### config.mk
export PLATFORM = sky130hd
export DESIGN_NAME = param_fifo
export DESIGN_NICKNAME = d
export VERILOG_FILES = /design/src/rtl/param_fifo_pkg.sv /design/src/rtl/param_fifo_ram.sv /design/src/rtl/param_fifo.sv
export SDC_FILE = /design/constraint.sdc
export NUM_CORES = 1
export LEC_CHECK = 0
export BUFFER_PORTS_ARGS = -buffer_cell sky130_fd_sc_hd__buf_2
export CAP_MARGIN = 15
export CORE_ASPECT_RATIO = 0.5
export CORE_MARGIN = 5
export CORE_UTILIZATION = 58
export DETAILED_ROUTE_END_ITERATION = 8
export HOLD_SLACK_MARGIN = 0.08
export MAX_ROUTING_LAYER = met4
export PLACE_DENSITY = 0.84
export SLEW_MARGIN = 20
export SYNTH_ARGS = -nofsm -noshare
export SYNTH_HDL_FRONTEND = slang
export SYNTH_SLANG_ARGS = --single-unit
export TNS_END_PERCENT = 5
### constraint.sdc
create_clock -name clk -period 2.9 [get_ports clk]
set_clock_uncertainty 0.1 [all_clocks]
set_input_delay 0.58 -clock clk [delete_from_list [all_inputs] [get_ports clk]]
set_output_delay 0.58 -clock clk [all_outputs]
set_load 0.02 [all_outputs]
### src/rtl/param_fifo_pkg.sv
// Shared constants for the memory/IO blocks: default entry width and address width.
// Imported by param_fifo and fifo_ram so every block agrees on the defaults.
package param_fifo_pkg;

  localparam int DEF_DATA_WIDTH = 8;
  localparam int DEF_ADDR_WIDTH = 3;

endpackage : param_fifo_pkg

### src/rtl/param_fifo_ram.sv
// fifo_ram: DEPTH x DATA_WIDTH storage with one synchronous write port and one
// asynchronous read port, so the FIFO head is visible combinationally (show-ahead).
module fifo_ram
  import param_fifo_pkg::*;
#(
  parameter int DATA_WIDTH = DEF_DATA_WIDTH,
  parameter int ADDR_WIDTH = DEF_ADDR_WIDTH
) (
  input  logic                  clk,
  input  logic                  i_we,
  input  logic [ADDR_WIDTH-1:0] i_waddr,
  input  logic [DATA_WIDTH-1:0] i_wdata,
  input  logic [ADDR_WIDTH-1:0] i_raddr,
  output logic [DATA_WIDTH-1:0] o_rdata
);

  localparam int DEPTH = 1 << ADDR_WIDTH;

  logic [DATA_WIDTH-1:0] r_mem [DEPTH];

  // NOTE: storage has no reset; stale contents are harmless because the
  // pointers and count decide what is valid, and this keeps it mappable to RAM.
  always_ff @(posedge clk) begin
    if (i_we) begin
      r_mem[i_waddr] <= i_wdata;
    end
  end

  assign o_rdata = r_mem[i_raddr];

endmodule : fifo_ram

### src/rtl/param_fifo.sv
// param_fifo: single-clock show-ahead FIFO with registered status flags,
// almost-full/almost-empty thresholds, overflow/underflow pulses and a sync flush.
module param_fifo
  import param_fifo_pkg::*;
#(
  parameter int DATA_WIDTH = DEF_DATA_WIDTH,
  parameter int ADDR_WIDTH = DEF_ADDR_WIDTH,
  parameter int AF_LEVEL   = (1 << ADDR_WIDTH) - 1,
  parameter int AE_LEVEL   = 1
) (
  input  logic                  clk,
  input  logic                  rst,
  input  logic                  clear,
  input  logic                  write,
  input  logic [DATA_WIDTH-1:0] writedata,
  input  logic                  read,
  output logic [DATA_WIDTH-1:0] readdata,
  output logic                  empty,
  output logic                  full,
  output logic [ADDR_WIDTH:0]   count,
  output logic                  almost_full,
  output logic                  almost_empty,
  output logic                  overflow,
  output logic                  underflow
);

  localparam int DEPTH = 1 << ADDR_WIDTH;
  localparam int CW    = ADDR_WIDTH + 1;

  logic [ADDR_WIDTH-1:0] r_wr_ptr;
  logic [ADDR_WIDTH-1:0] r_rd_ptr;
  logic [CW-1:0]         r_count;
  logic                  r_empty;
  logic                  r_full;
  logic                  r_almost_full;
  logic                  r_almost_empty;
  logic                  r_overflow;
  logic                  r_underflow;

  logic                  w_do_rd;
  logic                  w_do_wr;
  logic [CW-1:0]         w_count_next;

  // A read needs stored data now; a write into empty never bypasses to the read.
  // Clear overrides both, so nothing is stored or popped during a flush.
  assign w_do_rd = read & ~r_empty & ~clear;
  assign w_do_wr = write & (~r_full | w_do_rd) & ~clear;

  // NOTE: default assignment first so every path drives the signal and no latch is inferred.
  always_comb begin
    w_count_next = r_count;
    if (clear) begin
      w_count_next = '0;
    end else begin
      w_count_next = r_count + CW'(w_do_wr) - CW'(w_do_rd);
    end
  end

  // Flags are computed from the next count so they line up with count itself.
  // NOTE: sequential state uses non-blocking assignments so all registers update together.
  always_ff @(posedge clk) begin
    if (rst) begin
      r_wr_ptr       <= '0;
      r_rd_ptr       <= '0;
      r_count        <= '0;
      r_empty        <= 1'b1;
      r_full         <= 1'b0;
      r_almost_full  <= (AF_LEVEL == 0);
      r_almost_empty <= 1'b1;
      r_overflow     <= 1'b0;
      r_underflow    <= 1'b0;
    end else begin
      if (clear) begin
        r_wr_ptr <= '0;
        r_rd_ptr <= '0;
      end else begin
        if (w_do_wr) r_wr_ptr <= r_wr_ptr + ADDR_WIDTH'(1);
        if (w_do_rd) r_rd_ptr <= r_rd_ptr + ADDR_WIDTH'(1);
      end
      r_count        <= w_count_next;
      r_empty        <= (w_count_next == '0);
      r_full         <= (int'(w_count_next) == DEPTH);
      r_almost_full  <= (int'(w_count_next) >= AF_LEVEL);
      r_almost_empty <= (int'(w_count_next) <= AE_LEVEL);
      r_overflow     <= write & ~w_do_wr & ~clear;
      r_underflow    <= read & ~w_do_rd & ~clear;
    end
  end

  fifo_ram #(
    .DATA_WIDTH(DATA_WIDTH),
    .ADDR_WIDTH(ADDR_WIDTH)
  ) u_ram (
    .clk    (clk),
    .i_we   (w_do_wr),
    .i_waddr(r_wr_ptr),
    .i_wdata(writedata),
    .i_raddr(r_rd_ptr),
    .o_rdata(readdata)
  );

  assign empty        = r_empty;
  assign full         = r_full;
  assign count        = r_count;
  assign almost_full  = r_almost_full;
  assign almost_empty = r_almost_empty;
  assign overflow     = r_overflow;
  assign underflow    = r_underflow;

endmodule : param_fifo
==> run_results.csv <==
group,metric,value,unit
cells_and_area,diodes,0,
clock_tree,cts_inserted_buffers,9,
route,vias,1716,
synth,synth_cell_type_count,32,
worst_setup_path,worst_ep_required_time,2.22,ns
worst_setup_path,cp_cell_sequence,"buf_4, mux4_1, mux2_2, buf_2",
pwr,powerDensity,648,mW/mm2
min_path,whs_path_depth,3,
sta,max_slew_margin,68.9,%
die,die_h,63.3,um
worst_setup_path,regToRegSetupSlack,0.33,ns
run_status,status,"completed",
worst_setup_path,r2r_cells,10,
grt,grt_pass1_vias,1757,
worst_setup_path,cp-end-kind,"output port",
clock_tree,cts_root_buf,"clkbuf_16",
cells_and_area,fillCellCount,331,
place,gp_congestion,0.798,
min_path,worstHoldStart,"write",
clock_tree,ctsHoldBuffers,0,
synth,synth_warnings,0,
synth,yosysSeqAreaShare,70.0,%
clock_tree,clk_pin_slew,0.06,ns
die,dieArea,0.00737,mm2
synth,postSynthCellCount,178,
die,rows,19,
grt,grt_usage,18.0,%
sta,period_minus_slack,2.62,ns
cells_and_area,post-route-cell-area,0.00389,mm2
die,start_util,59.9,%
worst_setup_path,path_buf_inv,2,
place,dp.cells,289,
die,core_area,0.00549,mm2
worst_setup_path,start_kind,"flip-flop",
clock_tree,cts_resized,0,
route,drt_first_iter_violations,110,
synth,synth-seq-cells,83,
worst_setup_path,critPathMaxStageDelay,0.60,ns
cells_and_area,nets,247,
route,wire_per_inst,19.0,um
place,numPortBuffers,30,
min_path,worst_hold_path.endpoint,"overflow",
clock_tree,post_cts_buffers,0,
worst_setup_path,crit_slowest_cell,"mux4_1",
worst_setup_path,r2r-end,"empty",
worst_setup_path,reg2reg_from,"empty",
sta,rsz0062_at_grt,"no",
die,die_w,117,um
route,drt_pass1_iterations,4,
grt,grt_max_degree,17,
clock_tree,cts_tree,"yes",
worst_setup_path,worstPathArrival,1.94,ns
clock_tree,clkSinkCount,83,
place,place_area,0.00359,mm2
min_path,hp-class,"in -> reg",
pwr,p_leak,1.40,nW
grt,antenna_found_initial,0,
sta,finalHoldViolCount,0,
sta,tns,0,ns
sta,tightest_slew,0.466,ns
synth,synthesis.area,0.00329,mm2
pwr,ir_worst_vdd,0.471,mV
die,pin_count,31,
route,wirelength,5.78,mm
route,ant_nets,0,
cells_and_area,post-route-util,70.8,%
clock_tree,clockBufferDepth,2,
clock_tree,clock_latency,0.32,ns
route,drc,0,
sta,period_share,90.4,%
sta,report.final.slew_viol_count,0,
run,cap_violations,0,
synth,syn_nets,198,
synth,avgSynthCellArea,18.5,um2
worst_setup_path,crit_type,"reg -> out",
grt,grt_pass1_wl,9.41,mm
route,vias_per_cell,5.63,
grt,grt_overflow_total,0,
cells_and_area,drive_gt1_share,30.2,%
worst_setup_path,critical_path.top_delay_family,"multiplexers",
worst_setup_path,cp_max_fo,16,
sta,setup_violations,0,
clock_tree,h-tree-depth,3,
cells_and_area,area_growth,18.2,%
cells_and_area,final_cells,305,
sta,fmax,382,MHz
place,dp_hpwl,3.69,mm
layer usage:
metal,share of wire [%],track usage (%)
met2,45,25.6
met3,9.0,6.60
met4,0.52,4.92
met5,0,-
met1,45,24.6
state kept, by name (all words and copies together) (netlist names), named ones only:
name          cells
almost_empty      1
almost_full       1
count             4
empty             1
full              1
overflow          1
r_rd_ptr          3
r_wr_ptr          3
u_ram.r_mem      64
underflow         1
worst max-delay path by stage:
stage                     cells after the start      start          end  slack (ns)
after floorplan                              10       read        empty        0.25
after global placement                       10       read        empty        0.20
after detailed placement                     11       read        empty        0.07
after CTS                                     4  flip-flop  readdata[3]        0.26
after global routing                         10      empty        empty        0.19
final                                         4  flip-flop  readdata[7]        0.28
kinds of logic (layout without fill, tap and decap cells):
family          after synthesis  count (layout)  share of synthesized area (%)
flops                        83              83                           70.0
buf+inv                      13              67                           2.24
xor+xnor                      8               8                           2.13
fa+ha+maj                     7               7                           2.89
compound gates                7               7                           1.41
mux                          26              26                           16.0
simple gates                 34              34                           5.33
Yosys cell counts:
cell      count  area, um2
o31ai_1       1       7.51
and2_1        3       18.8
a21o_1        1       7.51
mux2_2        8       90.1
buf_6         1       11.3
buf_1         1       3.75
nor2_1       11       41.3
buf_12        1       20.0
mux4_2        1       22.5
xor2_1        4       35.0
a211oi_1      1       7.51
fa_1          1       20.0
mux4_1       15        394
nand2b_1      3       18.8
nor3b_1       5       37.5
inv_1         6       22.5
xnor2_1       4       35.0
ha_1          6       75.1
or2_2         1       6.26
clkbuf_1      3       11.3
nor3_1        4       20.0
nand3_1       1       5.00
buf_2         1       5.00
a21oi_1       2       10.0
and3_1        1       6.26
nand2_1       4       15.0
or3_1         1       6.26
mux2i_1       2       20.0
a21oi_2       1       8.76
dfxtp_1      19        380
edfxtp_1     64       1920
o21ai_0       1       5.00
placed cells by master (no fill, tap or decap), types with 2 or more instances in the layout:
cell type	count
mux4_1	15
nand2b_1	3
nor2_1	11
nor3_1	4
inv_1	6
a21oi_1	2
mux2_2	8
ha_1	6
edfxtp_1	64
mux2i_1	2
xor2_1	4
clkinv_4	2
buf_2	30
and2_1	3
buf_4	15
nand2_1	4
dfxtp_1	19
nor3b_1	5
xnor2_1	4
clkbuf_16	9
clkinvlp_4	2
cell type report:
type | instances | area (um2) | share of cell area [%]
clock inverters | 6 | 66.3 | 1.71
clock buffers | 10 | 229 | 5.89
multi-input cells | 82 | 913 | 23.5
well taps | 73 | 91.3 | 2.35
repair buffers | 45 | 263 | 6.76
flip-flops and latches | 83 | 2300 | 59.2
inverters | 6 | 22.5 | 0.579
tightest hold or removal path, cell delays in order:
cell	delay, ns
buf_2	0.10
nand2_1	0.05
nor3_1	0.04
through the flow:
stage / worst slack (ns) / total power [W] / hold WS, ns
after floorplan: 0.246 / 0.00140 / 0.385
after detailed placement: 0.0701 / 0.00145 / 0.398
after CTS: 0.258 / 0.00254 / 0.381
after global routing: 0.187 / 0.00262 / 0.395
final: 0.280 / 0.00252 / 0.388
after global placement: 0.200 / 0.00144 / 0.405
report_power, final:
part           internal [W]  switching, W
clock              0.000666      0.000429
combinational     0.0000494     0.0000697
sequential          0.00129    0.00000842
total               0.00201      0.000507
(Power assumes the default switching activity.)
